[src/rtl/slave_mode_controller.sv]
// Trigger / slave-mode controller: turns triggers, encoder inputs and ETR into count-enable, direction and strobes for the time-base counter.
// Latency: all outputs registered, one cycle after the sampled event; ETR adds 2 sync stages before the filter register (3 cycles etr_i -> etrf_o when unfiltered).
// Backpressure: none; free-running per-cycle strobes, the counter consumes them every cycle.
module slave_mode_controller #(
  parameter int ITR_NUM = 4,
  parameter int ETPS_W  = 2,
  parameter int ETF_W   = 4,
  parameter int TS_W    = $clog2(ITR_NUM + 4)
) (
  input  logic               clk_i,
  input  logic               aresetn_i,
  input  logic [ITR_NUM-1:0] itr_i,
  input  logic [TS_W-1:0]    ts_i,
  input  logic [2:0]         sms_i,
  input  logic               cen_i,
  input  logic               ece_i,
  input  logic               etr_i,
  input  logic               etp_i,
  input  logic [ETPS_W-1:0]  etps_i,
  input  logic [ETF_W-1:0]   etf_i,
  input  logic               ti1fp1_i,
  input  logic               ti2fp2_i,
  input  logic               ti1_ed_i,
  output logic               cnt_en_o,
  output logic               cnt_dir_o,
  output logic               cnt_rst_o,
  output logic               cen_set_o,
  output logic               trg_o,
  output logic               enc_err_o,
  output logic               etrf_o
);

  // Wide enough that bit [etps_i-1] exists for every legal select value.
  localparam int PSC_W = (1 << ETPS_W) - 1;

  logic             etr_s1_q, etr_s2_q;
  logic             etr_pol;
  logic             etr_pol_q;
  logic [PSC_W-1:0] psc_cnt_q, psc_cnt_d;
  logic             psc_out;
  logic [ETF_W-1:0] flt_cnt_q, flt_cnt_d;
  logic             etrf_q, etrf_d;
  logic             trgi;
  logic             trgi_prev_q, etrf_prev_q, ti1_prev_q, ti2_prev_q;
  logic             trg_rise, etrf_rise, ti1_edge, ti2_edge;
  logic             clk_gate;
  logic             cnt_en_q, cnt_en_d;
  logic             cnt_dir_q, cnt_dir_d;
  logic             cnt_rst_q, cnt_rst_d;
  logic             cen_set_q, cen_set_d;
  logic             trg_q, trg_d;
  logic             enc_err_q, enc_err_d;

  assign etr_pol = etr_s2_q ^ etp_i;

  // Prescaler: counts rising edges of the polarised ETR level; the selected bit is a 1/2^etps square wave.
  always_comb begin
    psc_cnt_d = psc_cnt_q;
    if (etr_pol && !etr_pol_q) psc_cnt_d = psc_cnt_q + PSC_W'(1);
    psc_out = etr_pol;
    for (int k = 1; k <= PSC_W; k++) begin
      if (int'(etps_i) == k) psc_out = psc_cnt_q[k-1];
    end
  end

  // Filter: output follows input only after etf_i consecutive differing samples; any glitch restarts.
  always_comb begin
    etrf_d    = etrf_q;
    flt_cnt_d = '0;
    if (etf_i == '0) begin
      etrf_d = psc_out;
    end else if (psc_out != etrf_q) begin
      if (flt_cnt_q == etf_i - ETF_W'(1)) etrf_d = psc_out;
      else flt_cnt_d = flt_cnt_q + ETF_W'(1);
    end
  end

  // Trigger input mux; unused select codes give a constant 0.
  always_comb begin
    trgi = 1'b0;
    for (int k = 0; k < ITR_NUM; k++) begin
      if (int'(ts_i) == k) trgi = itr_i[k];
    end
    if (int'(ts_i) == ITR_NUM)     trgi = ti1_ed_i;
    if (int'(ts_i) == ITR_NUM + 1) trgi = ti1fp1_i;
    if (int'(ts_i) == ITR_NUM + 2) trgi = ti2fp2_i;
    if (int'(ts_i) == ITR_NUM + 3) trgi = etrf_q;
  end

  // Edge detectors run in every mode so switching sms_i never manufactures an edge.
  assign trg_rise  = trgi & ~trgi_prev_q;
  assign etrf_rise = etrf_q & ~etrf_prev_q;
  assign ti1_edge  = ti1fp1_i ^ ti1_prev_q;
  assign ti2_edge  = ti2fp2_i ^ ti2_prev_q;
  assign clk_gate  = ece_i ? etrf_rise : 1'b1;

  // Slave-mode decode into next-cycle output strobes.
  always_comb begin
    cnt_en_d  = 1'b0;
    cnt_dir_d = 1'b0;
    cnt_rst_d = 1'b0;
    cen_set_d = 1'b0;
    trg_d     = 1'b0;
    enc_err_d = 1'b0;
    case (sms_i)
      3'b000: begin
        cnt_en_d = cen_i & clk_gate;
        trg_d    = trg_rise;
      end
      3'b001, 3'b010, 3'b011: begin
        cnt_dir_d = cnt_dir_q;
        if (sms_i == 3'b011 && ti1_edge && ti2_edge) begin
          enc_err_d = 1'b1;
        end else if (sms_i[0] && ti1_edge) begin
          cnt_en_d = cen_i;
          if (cen_i) cnt_dir_d = ~(ti1fp1_i ^ ti2fp2_i);
        end else if (sms_i[1] && ti2_edge) begin
          cnt_en_d = cen_i;
          if (cen_i) cnt_dir_d = ti1fp1_i ^ ti2fp2_i;
        end
      end
      3'b100: begin
        cnt_en_d  = cen_i & clk_gate;
        cnt_rst_d = trg_rise;
        trg_d     = trg_rise;
      end
      3'b101: begin
        cnt_en_d = cen_i & trgi & clk_gate;
        trg_d    = trg_rise;
      end
      3'b110: begin
        cnt_en_d  = cen_i & clk_gate;
        cen_set_d = trg_rise & ~cen_i;
        trg_d     = trg_rise;
      end
      default: begin
        cnt_en_d = cen_i & trg_rise;
        trg_d    = trg_rise;
      end
    endcase
  end

  // ETR conditioning state: synchroniser, prescaler, filter.
  always_ff @(posedge clk_i or negedge aresetn_i) begin
    if (!aresetn_i) begin
      etr_s1_q  <= 1'b0;
      etr_s2_q  <= 1'b0;
      etr_pol_q <= 1'b0;
      psc_cnt_q <= '0;
      flt_cnt_q <= '0;
      etrf_q    <= 1'b0;
    end else begin
      etr_s1_q  <= etr_i;
      etr_s2_q  <= etr_s1_q;
      etr_pol_q <= etr_pol;
      psc_cnt_q <= psc_cnt_d;
      flt_cnt_q <= flt_cnt_d;
      etrf_q    <= etrf_d;
    end
  end

  // Previous-sample registers for the edge detectors.
  always_ff @(posedge clk_i or negedge aresetn_i) begin
    if (!aresetn_i) begin
      trgi_prev_q <= 1'b0;
      etrf_prev_q <= 1'b0;
      ti1_prev_q  <= 1'b0;
      ti2_prev_q  <= 1'b0;
    end else begin
      trgi_prev_q <= trgi;
      etrf_prev_q <= etrf_q;
      ti1_prev_q  <= ti1fp1_i;
      ti2_prev_q  <= ti2fp2_i;
    end
  end

  // Registered outputs.
  always_ff @(posedge clk_i or negedge aresetn_i) begin
    if (!aresetn_i) begin
      cnt_en_q  <= 1'b0;
      cnt_dir_q <= 1'b0;
      cnt_rst_q <= 1'b0;
      cen_set_q <= 1'b0;
      trg_q     <= 1'b0;
      enc_err_q <= 1'b0;
    end else begin
      cnt_en_q  <= cnt_en_d;
      cnt_dir_q <= cnt_dir_d;
      cnt_rst_q <= cnt_rst_d;
      cen_set_q <= cen_set_d;
      trg_q     <= trg_d;
      enc_err_q <= enc_err_d;
    end
  end

  assign cnt_en_o  = cnt_en_q;
  assign cnt_dir_o = cnt_dir_q;
  assign cnt_rst_o = cnt_rst_q;
  assign cen_set_o = cen_set_q;
  assign trg_o     = trg_q;
  assign enc_err_o = enc_err_q;
  assign etrf_o    = etrf_q;

endmodule

[config.mk]
export PLATFORM = sky130hd
export DESIGN_NAME = slave_mode_controller
export DESIGN_NICKNAME = d
export VERILOG_FILES = /design/src/rtl/slave_mode_controller.sv
export SDC_FILE = /design/constraint.sdc
export NUM_CORES = 1
export LEC_CHECK = 0
export BUFFER_PORTS_ARGS = -buffer_cell sky130_fd_sc_hd__buf_2
export CAP_MARGIN = 20
export CORE_MARGIN = 3
export CORE_UTILIZATION = 52
export CTS_BUF_LIST = sky130_fd_sc_hd__clkbuf_8
export DETAILED_ROUTE_END_ITERATION = 10
export GPL_ROUTABILITY_DRIVEN = 0
export HOLD_SLACK_MARGIN = 0.12
export PLACE_DENSITY = 0.9
export SYNTH_ARGS = -nofsm -noshare
export SYNTH_HDL_FRONTEND = slang
export SYNTH_SLANG_ARGS = --single-unit
[constraint.sdc]
create_clock -name clk_i -period 1.7 [get_ports clk_i]
set_input_delay 0.17 -clock clk_i [delete_from_list [all_inputs] [get_ports clk_i]]
set_output_delay 0.17 -clock clk_i [all_outputs]
set_load 0.005 [all_outputs]
==> results of run 1 <==
## where the power goes
group | internal, W | leakage, nW | switching (W)
combinational | 0.000240 | 0.373 | 0.000205
clock | 0.000160 | 0.0269 | 0.000142
sequential | 0.000605 | 0.265 | 0.0000767
total | 0.00101 | 0.665 | 0.000424
## layout make-up
class	instances	area (um2)
flip-flops and latches	21	526
multi-input cells	56	495
fillers	134	492
repair buffers	36	205
clock buffers	3	41.3
well taps	25	31.3
inverters	7	26.3
clock inverters	1	3.75
## path summary, 6_finish.rpt
path | startpoint | end | slack (ps) | cells after the start
min in group asynchronous | aresetn_i | ti1_prev_q | 410 | 2
min | etp_i | etr_pol_q | 140 | 2
max | ti2fp2_i | cen_set_o | 70 | 5
max in group asynchronous | aresetn_i | flt_cnt_q[2] | 980 | 2
max reg2reg | flt_cnt_q[3] | etrf_o | 90 | 4
min reg2reg | etr_s1_q | etr_s2_q | 370 | 0
## metrics by stage
step	worst slack (ps)	total power [W]	hold slack, ps	std cells
final	69.0	0.00143	138	149
after global placement	117	0.00110	133	142
after detailed placement	60.5	0.00113	143	142
after floorplan	119	0.000970	-126	85
after CTS	19.0	0.00144	136	150
after global routing	4.30	0.00152	141	149
## logic make-up after synthesis
group	share of synthesized area [%]
buf+inv	2.87
xor+xnor	12.5
compound gates	6.93
fa+ha+maj	4.54
simple gates	11.1
flops	50.2
mux	11.8
## worst register-to-register path, stage by stage (launching register included)
cell and delay, ps:
dfrtp_1 400, xnor2_1 210, xnor2_1 150, o41ai_4 410
mux2_4 330
## layer usage
metal / GRT usage (%) / vias up / part of all wire [%] / wire [um]
li1: - / 372 / - / -
met1: 22.9 / 356 / 45 / 881
met2: 28.7 / 22 / 49 / 960
met3: 3.21 / 2 / 4.8 / 94
met4: 5.38 / 0 / 0.77 / 15
met5: 0 / - / 0 / 0
## state kept, by name, summed over array words and instances, names as in the netlist
| register | count |
|---|---|
| etrf_prev_q | 1 |
| cnt_en_o | 1 |
| flt_cnt_q | 4 |
| etr_s2_q | 1 |
| etr_s1_q | 1 |
| psc_cnt_q | 3 |
| cnt_rst_o | 1 |
| cen_set_o | 1 |
| cnt_dir_o | 1 |
| trgi_prev_q | 1 |
| etr_pol_q | 1 |
| trg_o | 1 |
| etrf_o | 1 |
| ti1_prev_q | 1 |
| ti2_prev_q | 1 |
| enc_err_o | 1 |
## timing repair
action,CTS,global route
setup endpoints to repair,0,3
hold buffers,4,0
endpoints found under the hold margin,24,0
gates resized for setup,0,1
## layout by cell type (no fill, tap or decap), types with 2 or more instances in the layout
master and instances:
mux2i_1 2, o21ai_0 2, dfrtp_1 21, mux4_2 3
buf_2 30, xnor2_1 11, nor3_1 4, nor2_1 4
dlygate4sd3_1 4, nand2_1 5, ha_1 3, xor2_1 4
inv_1 8, clkbuf_8 3, nor2b_1 2, buf_4 2
==> metrics.md, run 1 <==
| Metric | Value |
|---|---|
| Initial Utilization | 57.5% |
| EDFF count, synth | 0 |
| CP top delay family | buffers and inverters |
| Synth Instances | 85 |
| Core region area | 1820 um2 |
| Utilization after layout | 73.0% |
| Critical Path Start Type | input pin |
| Die H | 50.9 um |
| Final Max Tran Viols | 0 |
| Top cell type's share of synthesized area | 50.2% |
| Slew @ Worst Pin | 455 ps |
| Final min period | 1630 ps |
| DR WL/cell | 13.1 um |
| Buf+Inv Stages, Crit Path | 2 |
| Final period utilization | 95.9% |
| Post-synth net total | 113 |
| Post-detail-place hpwl | 1570 um |
| Final count of negative-setup-slack endpoints | 0 |
| Final hold vios | 0 |
| Final #Nets | 153 |
| Clock Path Buffers | 2 |
| CP peak stage delay | 620 ps |
| Congestion Overflow GR | 0 |
| Diode count | 0 |
| DRC violations left | 0 |
| Final Cell Area | 1330 um2 |
| Synth Cell Area | 1050 um2 |
| Cell Area, Placed | 1240 um2 |
| Yosys synthesis warning count | 0 |
| Vias in the first global route | 822 |
| Post-CTS Setup Repair Bufs | 0 |
| Most common cell in the netlist | dfrtp_1 |
| Largest net degree at the start of global routing | 22 |
| Chip Width | 50.9 um |
| Num CTS Buffers | 3 |
| Data required, critical path | 1840 ps |
| Max-cap violations | 0 |
| H-tree depth | 1 |
| Area growth syn-to-layout | 26.9% |
| Sink Count | 21 |
| Clock-pin slew on the worst setup and hold paths | 70 ps |
| Register area share after synthesis | 50.2% |
| Clk root buf | clkbuf_8 |
| Routed Antenna Nets | 0 |
| Vias per cell | 5.05 |
| Peak Freq | 613 MHz |
| Pleak | 0.665 nW |
| CTS tree | yes |
| Share of cells above drive strength 1 | 34.7% |
| Skew-Pair Late Insertion Delay | 250 ps |
| Peak VDD IR | 0.816 mV |
| Data arrival time of the worst path | 1770 ps |
| Num rows | 15 |
| Max FO, Critical Path | 4 |
| Netlist cell types | 28 |
| Flip-flop and latch count after synthesis | 21 |
| Synth area leaders | dfrtp_1 (50%), xnor2_1 (9.2%), mux4_2 (6.5%) |
| Total GRT Usage | 17.3% |
| Via count | 752 |
| CP max stage cell | dlygate4sd3_1 |
| Initial antenna violation count | 0 |
| DRC violation total after the first TritonRoute iteration | 5 |
| Clock Skew | 1.79 ps |
| Area leader, netlist | dfrtp_1 |
| RSZ-0062 raised after global routing | no |
| Drt pass-1 iters | 3 |
| Worst setup EP type | flip-flop |
| Wirelength, routed | 1950 um |
| Pwr dens | 1080 nW/um2 |
| Hold WC Path Type | input pin to flip-flop |
| Die area | 2590 um2 |
| Total Neg Setup Slack | 0 ps |
| Setup CP Type | input pin to flip-flop |
| Status | completed |
| Commonest cells post-synth | dfrtp_1 (21), xnor2_1 (11), inv_1 (7), nand2_1 (5) |
| First-pass GRT wire length | 3400 um |
| Synth async-reset ratio | 100% |
| Mean Syn Cell Area | 12.3 um2 |
| # port buffers | 31 |
| CP Cell Sequence | dlygate4sd3_1 -> mux4_2 -> mux2i_2 -> inv_1 -> and4_1 |
| Max-slew headroom | 69.7% |
| Dominant synthesized flop cell | dfrtp_1 |
| Ports | 32 |
Note: power is estimated with default switching activity, not from simulation.
==> inputs of run 2 (changes only) <==
- ABC_AREA: unset -> 1
- CORE_UTILIZATION: 52 -> 53
==> run 2 against run 1 <==
- critical path depth up 3
- highest routed layer unchanged
- clock power down 1%
- global-route usage up 1.2 points
- critical path type unchanged
==> metrics.md, run 2 <==
| Metric | Value |
|---|---|
| Skew-Pair Late Insertion Delay | 250 ps (about the same) |
| Num rows | 16 (+1) |
| Critical Path Start Type | input pin |
| First-pass GRT wire length | 3770 um (+11%) |
| Routed Antenna Nets | 0 (unchanged) |
| R2r setup slk | 450 ps (+360 ps) |
| CP top delay family | buffers and inverters |
| # port buffers | 31 (unchanged) |
| Final min period | 1480 ps (-151 ps) |
| Max-cap violations | 0 (unchanged) |
| CP Cell Sequence | dlygate4sd3_1 -> buf_2 -> or2_2 -> nand4_1 -> nand3_2 -> nor2_2 -> inv_1 -> o21ai_2 |
| Synth Instances | 130 (+53%) |
| Most frequent cells in the layout | buf_2 (31), nand2_1 (22), inv_1 (21), dfrtp_1 (21), nor2_1 (14) |
| Area leader, netlist | dfrtp_1 |
| Commonest non-fill, non-tap cell in the layout | buf_2 |
| R2r endpoint | cnt_dir_o |
| Synth Cell Area | 1130 um2 (+7.8%) |
| Final Max Tran Viols | 0 (unchanged) |
| Hold WC Path Type | input pin to flip-flop |
| Top routing layer used | met4 |
| Top cell type's share of synthesized area | 46.6% (-3.6 points) |
| Status | completed |
| Core region area | 1980 um2 (+8.9%) |
| Area growth syn-to-layout | 23.8% |
| Clk root buf | clkbuf_8 |
| Final hold vios | 0 (unchanged) |
| Slew @ Worst Pin | 452 ps (-2.74 ps) |
| Met3 Wirelength | 109 um (+16%) |
| Data required, critical path | 1880 ps (+40 ps) |
| Peak VDD IR | 0.863 mV (+5.8%) |
| Congestion Overflow GR | 0 (unchanged) |
| Yosys synthesis warning count | 0 (unchanged) |
| Levels on crit path | 8 (+3) |
| CTS tree | yes |
| Total Neg Setup Slack | 0 ps (unchanged) |
| Hold Path End | cen_set_o |
| Max FO, Critical Path | 5 (+1) |
| Reg2reg path depth | 6 (+2) |
| Post-detail-place hpwl | 1750 um (+11%) |
| Final period utilization | 87.1% (-8.9 points) |
| Max FFs per register | 4 (unchanged) |
| Worst Setup Slack, final | 220 ps (+151 ps) |
| RSZ-0062 raised after global routing | no |
| Sink Count | 21 (unchanged) |
| Met1 wire length | 924 um (+4.9%) |
| CP max stage cell | dlygate4sd3_1 |
| Routed length on met2 | 1140 um (+19%) |
| Flip-flop and latch count after synthesis | 21 (unchanged) |
| Pleak | 0.764 nW (+15%) |
| Largest net degree at the start of global routing | 22 (unchanged) |
| Die H | 52.1 um (+2.5%) |
| Diode count | 0 (unchanged) |
| Data arrival time of the worst path | 1660 ps (-110 ps) |
| Biggest register | flt_cnt_q |
| Biggest regs | flt_cnt_q (4), psc_cnt_q (3) |
| Fill cells | 147 (+9.7%) |
| EDFF count, synth | 0 (unchanged) |
| R2r startpoint | ti2_prev_q |
| Vias per cell | 4.86 (-3.7%) |
| Peak Freq | 676 MHz (+10%) |
| Max-slew headroom | 69.9% (+0.18 points) |
| Vias in the first global route | 951 (+16%) |
| Post-synth net total | 158 (+40%) |
| Post-CTS Resized | 0 (unchanged) |
| Dominant synthesized flop cell | dfrtp_1 |
| Drt pass-1 iters | 4 (+1) |
| Hold Path Cell Cnt | 2 (unchanged) |
| Clock-pin slew on the worst setup and hold paths | 70 ps (about the same) |
| Worst setup EP type | flip-flop |
| Most common cell in the netlist | nand2_1 |
| CP peak stage delay | 530 ps (-90 ps) |
| Buf+Inv Stages, Crit Path | 3 (+1) |
| Netlist cell types | 25 (-11%) |
| Via count | 948 (+26%) |
| Initial Utilization | 56.9% (-0.58 points) |
| DRC violation total after the first TritonRoute iteration | 20 (+15) |
| Clock Skew | 2.14 ps (+0.348 ps) |
| Register area share after synthesis | 46.6% (-3.6 points) |
| Total GRT Usage | 18.4% (+1.2 points) |
| Commonest cells post-synth | nand2_1 (22), dfrtp_1 (21), inv_1 (20), nor2_1 (14), nand3_1 (9) |
| Hold_sp | cen_i |
| H-tree depth | 1 (unchanged) |
| DR WL/cell | 11.2 um (-14%) |
| Ports | 32 (unchanged) |
| DP Worst Slack | 329 ps (+269 ps) |
| Clock Path Buffers | 2 (unchanged) |
| Pwr dens | 978 nW/um2 (-9.1%) |
| Wirelength, routed | 2190 um (+12%) |
| Setup CP Type | input pin to flip-flop |
| Chip Width | 52.1 um (+2.5%) |
| Final count of negative-setup-slack endpoints | 0 (unchanged) |
| Synth async-reset ratio | 100% (unchanged) |
| DRC violations left | 0 (unchanged) |
| Share of cells above drive strength 1 | 26.8% (-7.9 points) |
| Num CTS Buffers | 3 (unchanged) |
| Synth area leaders | dfrtp_1 (47%), nand2_1 (7.3%), inv_1 (6.7%) |
| Initial antenna violation count | 0 (unchanged) |
| Final #Nets | 197 (+29%) |
| Die area | 2720 um2 (+5.1%) |
| Mean Syn Cell Area | 8.68 um2 (-30%) |
run 2: cell count changes after synthesis, moves of 4 or more:
cell,change
nand3_2,+4
nand3_1,+8
nand2_1,+17
inv_1,+13
xnor2_1,-6
xor2_1,+4
nor2_1,+10
run 2: worst reg2reg max path, delay by kind of cell (launching register included):
kind / cells / cell delay [ps]
AOI/OAI and AO/OA: 1 / 90
and+or+nand+nor: 4 / 640
buffers and inverters: 1 / 60
DFF: 1 / 390
run 2: through the flow:
stage          total power, W  instance area, um2  hold slack [ps]  util [%]  cells
2_1_floorplan        0.000929                1130             -126         -    130
3_3_place_gp          0.00103                1310              133      66.2    187
3_5_place_dp          0.00107                1310              138      66.2    187
4_1_cts               0.00138                1400              136      70.5    195
5_1_grt               0.00147                1400              154      70.5    195
6_report              0.00137                1400              149      70.5    195
run 2: worst max path at each step:
stage / startpoint / to / slack, ps
global route: ti2fp2_i / cnt_en_o / 150
detailed placement: etf_i[0] / etrf_o / 330
CTS: ti2fp2_i / cnt_dir_o / 230
finish: ti2fp2_i / cnt_dir_o / 220
global placement: etf_i[0] / etrf_o / 430
floorplan: ti2_prev_q / cnt_dir_o / 580
run 2: layout make-up:
class                   count  area, um2  share of cell area [%]
clock buffers               3       41.3                    2.95
inverters                  21       78.8                    5.64
clock inverters             1       3.75                   0.269
well taps                  27       33.8                    2.42
multi-input cells          87        519                    37.2
flip-flops and latches     21        526                    37.6
repair buffers             35        195                    14.0
run 2: cells by family after synthesis:
logic type / after synthesis / synth area share [%]
buffers and inverters: 22 / 7.43
AO/OA/AOI/OAI: 9 / 4.54
multiplexers: 1 / 0.998
flip-flops: 21 / 46.6
AND/OR/NAND/NOR: 60 / 25.6
XOR/XNOR: 14 / 11.5
adder cells (fa/ha/maj): 3 / 3.33
run 2: layer usage:
metal | GRT usage, % | vias to the layer above
li1 | - | 487
met1 | 21.7 | 431
met2 | 33.9 | 28
met3 | 2.87 | 2
met4 | 5.96 | 0
met5 | 0 | -
run 2: where the power goes:
part / internal (W) / leakage [nW] / switching, W
Clock: 0.000160 / 0.0269 / 0.000138
Combinational: 0.000178 / 0.472 / 0.000225
Sequential: 0.000598 / 0.265 / 0.0000666
Total: 0.000937 / 0.764 / 0.000430
run 2: what timing repair did:
action | in CTS | in global routing
setup buffers | 0 | 0
hold buffers | 4 | 0
endpoints found under the hold margin | 24 | 0
endpoints found under the setup margin | 0 | 0
